--- src/rtl/pwm_ramp_ctrl.sv ---
// Duty/direction sequencer for one H-bridge PWM channel: slews duty toward a
// loaded goal and routes direction reversals through brake, dead time and re-ramp.
module pwm_ramp_ctrl #(
  parameter int NBITS       = 10,
  parameter int STEP        = 1,
  parameter int RAMP_DIV    = 4800,
  parameter int DEAD_CYCLES = 48000
) (
  input  logic             clk,
  input  logic             rst,
  input  logic             en,
  input  logic             load,
  input  logic [NBITS-1:0] target,
  input  logic             target_dir,
  output logic [NBITS-1:0] duty,
  output logic             dir,
  output logic             pwm_en,
  output logic             busy
);

  localparam int CW = $clog2(RAMP_DIV + 1);
  localparam int DW = $clog2(DEAD_CYCLES + 1);
  localparam logic [NBITS-1:0] STEP_W = NBITS'(STEP);

  if (NBITS < 1 || STEP < 1 || STEP > (1 << NBITS) - 1 || RAMP_DIV < 1 || DEAD_CYCLES < 1)
  begin : g_param_err
    $error("pwm_ramp_ctrl: illegal parameter value");
  end

  typedef enum logic [2:0] {S_IDLE, S_RAMP, S_BRAKE, S_DEAD, S_HOLD} state_t;

  state_t           state_q;
  logic [NBITS-1:0] duty_q;
  logic [NBITS-1:0] goal_q;
  logic             dir_q;
  logic             goal_dir_q;
  logic [CW-1:0]    cnt_q;
  logic [DW-1:0]    dcnt_q;

  logic             tick;
  logic [NBITS-1:0] dest;
  logic [NBITS-1:0] duty_d;

  // Move cur toward dst by at most STEP; the clamp to the remaining distance
  // is what prevents both overshoot and wrap at the rails.
  function automatic logic [NBITS-1:0] step_toward(input logic [NBITS-1:0] cur,
                                                   input logic [NBITS-1:0] dst);
    logic [NBITS-1:0] diff;
    if (cur < dst) begin
      diff = dst - cur;
      return cur + ((diff < STEP_W) ? diff : STEP_W);
    end else begin
      diff = cur - dst;
      return cur - ((diff < STEP_W) ? diff : STEP_W);
    end
  endfunction

  assign tick   = (cnt_q == CW'(RAMP_DIV - 1));
  assign dest   = (state_q == S_BRAKE) ? '0 : goal_q;
  assign duty_d = step_toward(duty_q, dest);

  assign duty   = duty_q;
  assign dir    = dir_q;
  assign pwm_en = (state_q == S_RAMP) || (state_q == S_BRAKE) || (state_q == S_HOLD);
  assign busy   = (state_q == S_RAMP) || (state_q == S_BRAKE) || (state_q == S_DEAD) ||
                  (goal_q != duty_q) || (goal_dir_q != dir_q);

  always_ff @(posedge clk) begin
    if (rst) begin
      state_q    <= S_IDLE;
      duty_q     <= '0;
      dir_q      <= 1'b0;
      goal_q     <= '0;
      goal_dir_q <= 1'b0;
      cnt_q      <= '0;
      dcnt_q     <= '0;
    end else if (!en) begin
      // goal_dir follows dir so a later enable does not start a phantom reversal
      state_q    <= S_IDLE;
      duty_q     <= '0;
      goal_q     <= '0;
      goal_dir_q <= dir_q;
      cnt_q      <= '0;
      dcnt_q     <= '0;
    end else begin
      if (load) begin
        goal_q     <= target;
        goal_dir_q <= target_dir;
      end
      case (state_q)
        S_IDLE: begin
          if (goal_dir_q != dir_q) begin
            state_q <= S_DEAD;
            dcnt_q  <= '0;
          end else if (goal_q != '0) begin
            state_q <= S_RAMP;
            cnt_q   <= '0;
          end
        end
        S_RAMP: begin
          if (goal_dir_q != dir_q) begin
            state_q <= S_BRAKE;
            cnt_q   <= '0;
          end else if (duty_q == goal_q) begin
            state_q <= (goal_q == '0) ? S_IDLE : S_HOLD;
          end else if (tick) begin
            duty_q <= duty_d;
            cnt_q  <= '0;
            if (duty_d == goal_q) state_q <= (goal_q == '0) ? S_IDLE : S_HOLD;
          end else begin
            cnt_q <= cnt_q + CW'(1);
          end
        end
        S_BRAKE: begin
          if (duty_q == '0) begin
            state_q <= S_DEAD;
            dcnt_q  <= '0;
          end else if (tick) begin
            duty_q <= duty_d;
            cnt_q  <= '0;
            if (duty_d == '0) begin
              state_q <= S_DEAD;
              dcnt_q  <= '0;
            end
          end else begin
            cnt_q <= cnt_q + CW'(1);
          end
        end
        S_DEAD: begin
          // Only place dir changes, so it never toggles while the bridge is driven
          if (dcnt_q == DW'(DEAD_CYCLES - 1)) begin
            dir_q   <= goal_dir_q;
            cnt_q   <= '0;
            state_q <= (goal_q == '0) ? S_IDLE : S_RAMP;
          end else begin
            dcnt_q <= dcnt_q + DW'(1);
          end
        end
        S_HOLD: begin
          if ((goal_q != duty_q) || (goal_dir_q != dir_q)) begin
            state_q <= S_RAMP;
            cnt_q   <= '0;
          end
        end
        default: state_q <= S_IDLE;
      endcase
    end
  end

endmodule

--- config.mk ---
export PLATFORM = sky130hd
export DESIGN_NAME = pwm_ramp_ctrl
export DESIGN_NICKNAME = d
export VERILOG_FILES = /design/src/rtl/pwm_ramp_ctrl.sv
export SDC_FILE = /design/constraint.sdc
export NUM_CORES = 1
export LEC_CHECK = 0
export CORE_MARGIN = 2
export CORE_UTILIZATION = 55
export CTS_CLUSTER_DIAMETER = 150
export DETAILED_ROUTE_END_ITERATION = 8
export PLACE_DENSITY = 0.73
export SLEW_MARGIN = 5
export SYNTH_ARGS = -nofsm -noshare
export SYNTH_HDL_FRONTEND = slang
export SYNTH_SLANG_ARGS = --single-unit
--- constraint.sdc ---
create_clock -name clk -period 6.85 [get_ports clk]
set_input_delay 1.7125 -clock clk [delete_from_list [all_inputs] [get_ports clk]]
set_output_delay 1.7125 -clock clk [all_outputs]
set_load 0.02 [all_outputs]
# After elaboration in Yosys (flattened, before gate mapping)
# Index checks and enable logic that the tools add are counted.
# word_totals
ff_bits	54
in_bits	15
# classes
n_eq_ne	26
bitwise_logic	1
add_sub_neg	6
order_cmp	3
n_reduce_logical	20
n_mux	40
# op_table
cell	count
$mux W13	8
$mux W10	8
$mux W16	5
$pmux W13 S5	1
$pmux W16 S3	1
$mux W3	12
$logic_not A10 Y1	3
$sub A10 B10 Y10	3
$eq A10 B10 Y1	2
$lt A10 B1 Y1 const B	2
$pmux W10 S2	1
$add A16 B1 Y16 const B	1
$eq A16 B16 Y1 const B	1
$pmux W3 S5	1
$ne A2 B2 Y1 const B	7
$reduce_and A7 Y1	2
$add A13 B1 Y13 const B	1
$eq A13 B13 Y1 const B	1
$add A10 B10 Y10	1
$lt A10 B10 Y1	1
$ne A10 B10 Y1	1
$reduce_bool A10 Y1	1
$eq A3 B2 Y1 const B	2
$logic_or A1 B1 Y1	6
19 further kinds	24

# Depth between registers and ports, before layout
# depth
word_depth	13
mapped_depth	29
ltp_nobuf	27

# Worst setup path after synthesis
# OpenSTA, ideal clock, no wires.
# synth_timing
path_type	register to register
startpoint	register state_q[2]
endpoint	register dcnt_q[3]
period_less_slack_ns	5.583
arrival_time_ns	5.462
n_path_buf	2
stages_incl_launch_ff	28
slack_ns	1.267
cell_sequence	dfxtp_1 > or3b_2 > clkbuf_1 > nand2_1 > inv_1 > ha_1 > a21o_1 > a21o_2 > a21o_1 > a21o_1 > a21o_1 > a21oi_1 > xnor2_1 > nor4_1 > mux2i_1 > ha_1 > fa_1 > nor2b_1 > o211ai_1 > a21oi_1 > o41ai_1 > xor2_1 > and4b_1 > and4_1 > a21oi_1 > clkbuf_1 > mux2i_1 > nor3_1
# synth_between
elab_chain_cells	10
elab_cells_between_ends	22
classes_between	add/sub: 4; order compare: 3; eq/ne: 6; mux: 5; reduce/logical: 4
# synth_lines
item	line_no	source
from (decl)	32	state_t state_q;
from (signal assigned)	105	state_q <= (goal_q == '0) ? S_IDLE : S_HOLD;
from (signal assigned)	109	if (duty_d == goal_q) state_q <= (goal_q == '0) ? S_IDLE : S_HOLD;
from (signal assigned)	134	state_q <= (goal_q == '0) ? S_IDLE : S_RAMP;
$eq A3 B2 Y1	59, 90	
$mux W10	59	assign dest = (state_q == S_BRAKE) ? '0 : goal_q;
$sub A10 B10 Y10, on equally long branches	53, 50	
$lt A10 B1 Y1, on equally long branches	54, 51	
$mux W10, on equally long branches	54, 51	
$sub A10 B10 Y10 or $add A10 B10 Y10 (tied branches)	54, 51	
$mux W10	49	if (cur < dst) begin
$logic_not A10 Y1	121	if (duty_d == '0) begin
$ne A3 B1 Y1 (no source line)	--	
$reduce_and A5 Y1 (no source line)	--	
to (signal assigned)	136	dcnt_q <= dcnt_q + DW'(1);
to (decl)	38	logic [DW-1:0] dcnt_q;
# Several ways; a longest one is shown, not always the timed one.
# A chain may end at the register's enable or synchronous reset.

# Worst setup path in the final report
# layout_timing
startpoint	register state_q[2]
endpoint	register state_q[2]
# layout_between
elab_chain_cells	10
elab_cells_between_ends	27
classes_between	add/sub: 4; order compare: 3; eq/ne: 12; mux: 5; reduce/logical: 3
# layout_lines
item	line_no
$eq A3 B2 Y1	59, 90
$mux W10	59
$sub A10 B10 Y10, on equally long branches	53, 50
$lt A10 B1 Y1, on equally long branches	54, 51
$mux W10, on equally long branches	54, 51
$sub A10 B10 Y10 or $add A10 B10 Y10 (tied branches)	54, 51
$mux W10	49
$eq A10 B10 Y1 or $logic_not A10 Y1 (tied branches)	109, 121
$ne A4 B1 Y1 (no source line) or $ne A3 B1 Y1 (tied branches)	--
$reduce_and A7 Y1 (no source line)	--
# Several ways; a longest one is shown, not always the timed one.

==> impl_metrics.ini <==
[status]
status = finished, final reports clean

[hold_path]
hold_path_depth = 2
hp-start = dcnt_q[15]
hold_end = dcnt_q[15]
min_path_type = reg2reg

[synthesis]
synth_area_leaders = dfxtp_1 (25%), ha_1 (8.8%), xnor2_1 (7.3%)
syn_area_mm2 = 0.00441
synthCells = 566
synth_top_area_frac = 0.245
ys_ff_latch = 54
ys_warn_count = 0
synth_cell_types = 66
yosysSeqAreaShare = 0.245
synth_top_cell_by_area = dfxtp_1
ys.flop_type = dfxtp_1
syn_avg_cell_area_um2 = 7.79
syn-num-nets = 615
synth_edf_count = 0
synthArstFlopShare = 0

[critical_path]
rrSetupSlack_ns = 0.47
worstPathArrival_ns = 6.60
timing.rr.end = state_q[2]
crit_type = reg2reg
critPathBufInv = 1
critPathTopFamily = simple AND/OR/NAND/NOR gates
path_cells = or3b_2 > nand2_1 > inv_1 > ha_1 > nor2b_4 > o21ai_2 > and3_4 > or2_2 > a2111oi_0 > nand3_1 > nor2_1 > ha_1 > nand2b_1 > ha_1 > a21oi_1 > nor2b_1 > a21oi_1 > a31oi_2 > xnor2_1 > xnor2_1 > o41a_1 > or4_1 > a21oi_1
crit_slowest_cell = or3b_2
reg2reg_from = state_q[2]
start_kind = flip-flop
critPathRequiredTime_ns = 7.08
critPathMaxFanout = 14
max_stage_delay_ns = 0.65
worstSetupEndpointType = flip-flop
rr_worst_depth = 23

[placement]
port_buffers = 27
place_congestion = 0.908
dp_hpwl_mm = 8.22

[clock_tree]
worstSkewPairLatency_ns = 0.31
cts_hold_buf = 0
path_clk_slew_ns = 0.10
postCtsSetupBuffers = 0
clk_path_buf_depth = 2
htreeDepth = 2
cts_buffers = 5
cts_tree = done
cts_root_buf = clkbuf_8
clkSinkCount = 54
cts_resized = 0

[route]
routed_wl_mm = 10.8
routed_via_density = 6.02
detail-route-antenna-nets = 0
dr.pass1.iters = 4
vias = 4134
avgRoutedWirePerCell_um = 15.8
drcViolationCount = 0
drtIter0Drc = 228

[floorplan]
die_area_mm2 = 0.00875
initial_core_util = 0.568
rows = 32
io_pins = 28
die_w_um = 93.6
chipHeight_um = 93.6
core_area_mm2 = 0.00777

[global_routing]
first_global_vias = 3858
antenna_found_initial = 0
grt_max_degree = 23
grtUsageTotal = 0.259
grt_pass1_wl_mm = 18.5
grt_overflow = 0

[sta]
min_period_ns = 6.38
finalClockSkew_ns = 0.00726
max_slew_margin = 0.272
final.period_utilization = 0.931
rsz0062_at_grt = no
hold_viol_final = 0
tightest_slew_ns = 1.09
maxSlewViolCount = 0
fmax_mhz = 157
final-setup-viol-count = 0
final.setup.tns_ns = 0

[power_and_ir_drop]
leakage_nw = 1.94
p_per_area_mw_per_mm2 = 157
vdd_drop_max_mv = 0.124
total_power_w = 0.000765

[layout]
diodes = 0
final_common_cell = nor2_1
drive_gt1_frac = 0.0496
nets = 633
syn2layout_area_growth_pct = 10.6
mostFrequentLayoutCells = nor2_1 (67), dfxtp_1 (53), nand2_1 (42)

[run]
max-cap-violations = 0
synthesized netlist by cell type, drive strengths merged, types with 4 or more instances:
cell,number
nor2,67
dfxtp,54
nand2,42
a21oi,41
xnor2,37
inv,35
ha,31
o21ai,27
mux2i,22
nand3,16
nor3,16
xor2,16
nand2b,15
or3,13
a21o,12
clkbuf,12
nor4,11
nand4,10
a211oi,7
and3,7
buf,7
and2,6
nor2b,6
a31oi,5
o2111ai,4
stage by stage:
step	hold WS, ns	instance area [um2]	setup WS (ns)	std cells	util
floorplan	0.453	4410	1.27	566	-
global placement	0.461	4740	0.390	679	0.611
detailed placement	0.474	4740	0.253	679	0.611
CTS	0.490	4840	0.216	687	0.624
global route	0.536	4880	0.0703	687	0.628
finish	0.485	4880	0.472	687	0.628
cell type report:
class	instances	area, um2
multi-input cells	458	3140
fillers	709	2890
flip-flops and latches	54	1080
repair buffers	30	293
inverters	35	131
well taps	102	128
clock buffers	6	82.6
clock inverters	2	17.5
metal layers:
layer  up-vias  GRT usage  routed length [um]
li1       2041          -                   -
met3        13     0.0363                 558
met5         -          0                   0
met2       131      0.458                5320
met4         0     0.0543                 110
met1      1949      0.336                4860
worst max path at each step:
| stage | to | cells past startpoint | start | slack (ns) |
|---|---|---|---|---|
| 4_1_cts | dcnt_q[5] | 24 | state_q[1] | 0.22 |
| 3_5_place_dp | dcnt_q[5] | 24 | state_q[1] | 0.25 |
| 6_report | state_q[2] | 23 | state_q[2] | 0.47 |
| 3_3_place_gp | dcnt_q[5] | 25 | state_q[1] | 0.39 |
| 2_1_floorplan | dcnt_q[3] | 27 | state_q[2] | 1.27 |
| 5_1_grt | state_q[1] | 23 | state_q[2] | 0.07 |
state kept, by name (all words and copies together), names as in the netlist:
register / count
duty: 10
dir: 1
dcnt_q: 16
goal_dir_q: 1
state_q: 3
goal_q: 10
cnt_q: 13
worst register-to-register path: stages, from the launching register on:
cell and delay (ns):
dfxtp_1 0.45, or3b_2 0.66, nand2_1 0.14, inv_1 0.05
ha_1 0.44, nor2b_4 0.23, o21ai_2 0.07, and3_4 0.19
or2_2 0.27, a2111oi_0 0.46, nand3_1 0.13, nor2_1 0.20
ha_1 0.24, nand2b_1 0.13, ha_1 0.30, a21oi_1 0.18
nor2b_1 0.31, a21oi_1 0.18, a31oi_2 0.34, xnor2_1 0.18
xnor2_1 0.09, o41a_1 0.44, or4_1 0.48, a21oi_1 0.15
cell families after synthesis:
logic type | synth area share
AOI/OAI and AO/OA | 0.190
xor gates and xnor gates | 0.111
adders and majority gates | 0.102
buffers and inverters | 0.0496
DFF | 0.245
muxes | 0.0499
other | 0.000850
and+or+nand+nor | 0.252
where the power goes:
part	switching, W	total (W)	internal (W)	leakage (nW)
sequential	0.00000897	0.000327	0.000318	0.437
clock	0.000112	0.000196	0.0000836	0.0514
combinational	0.000139	0.000241	0.000102	1.46
(Power assumes the default switching activity.)
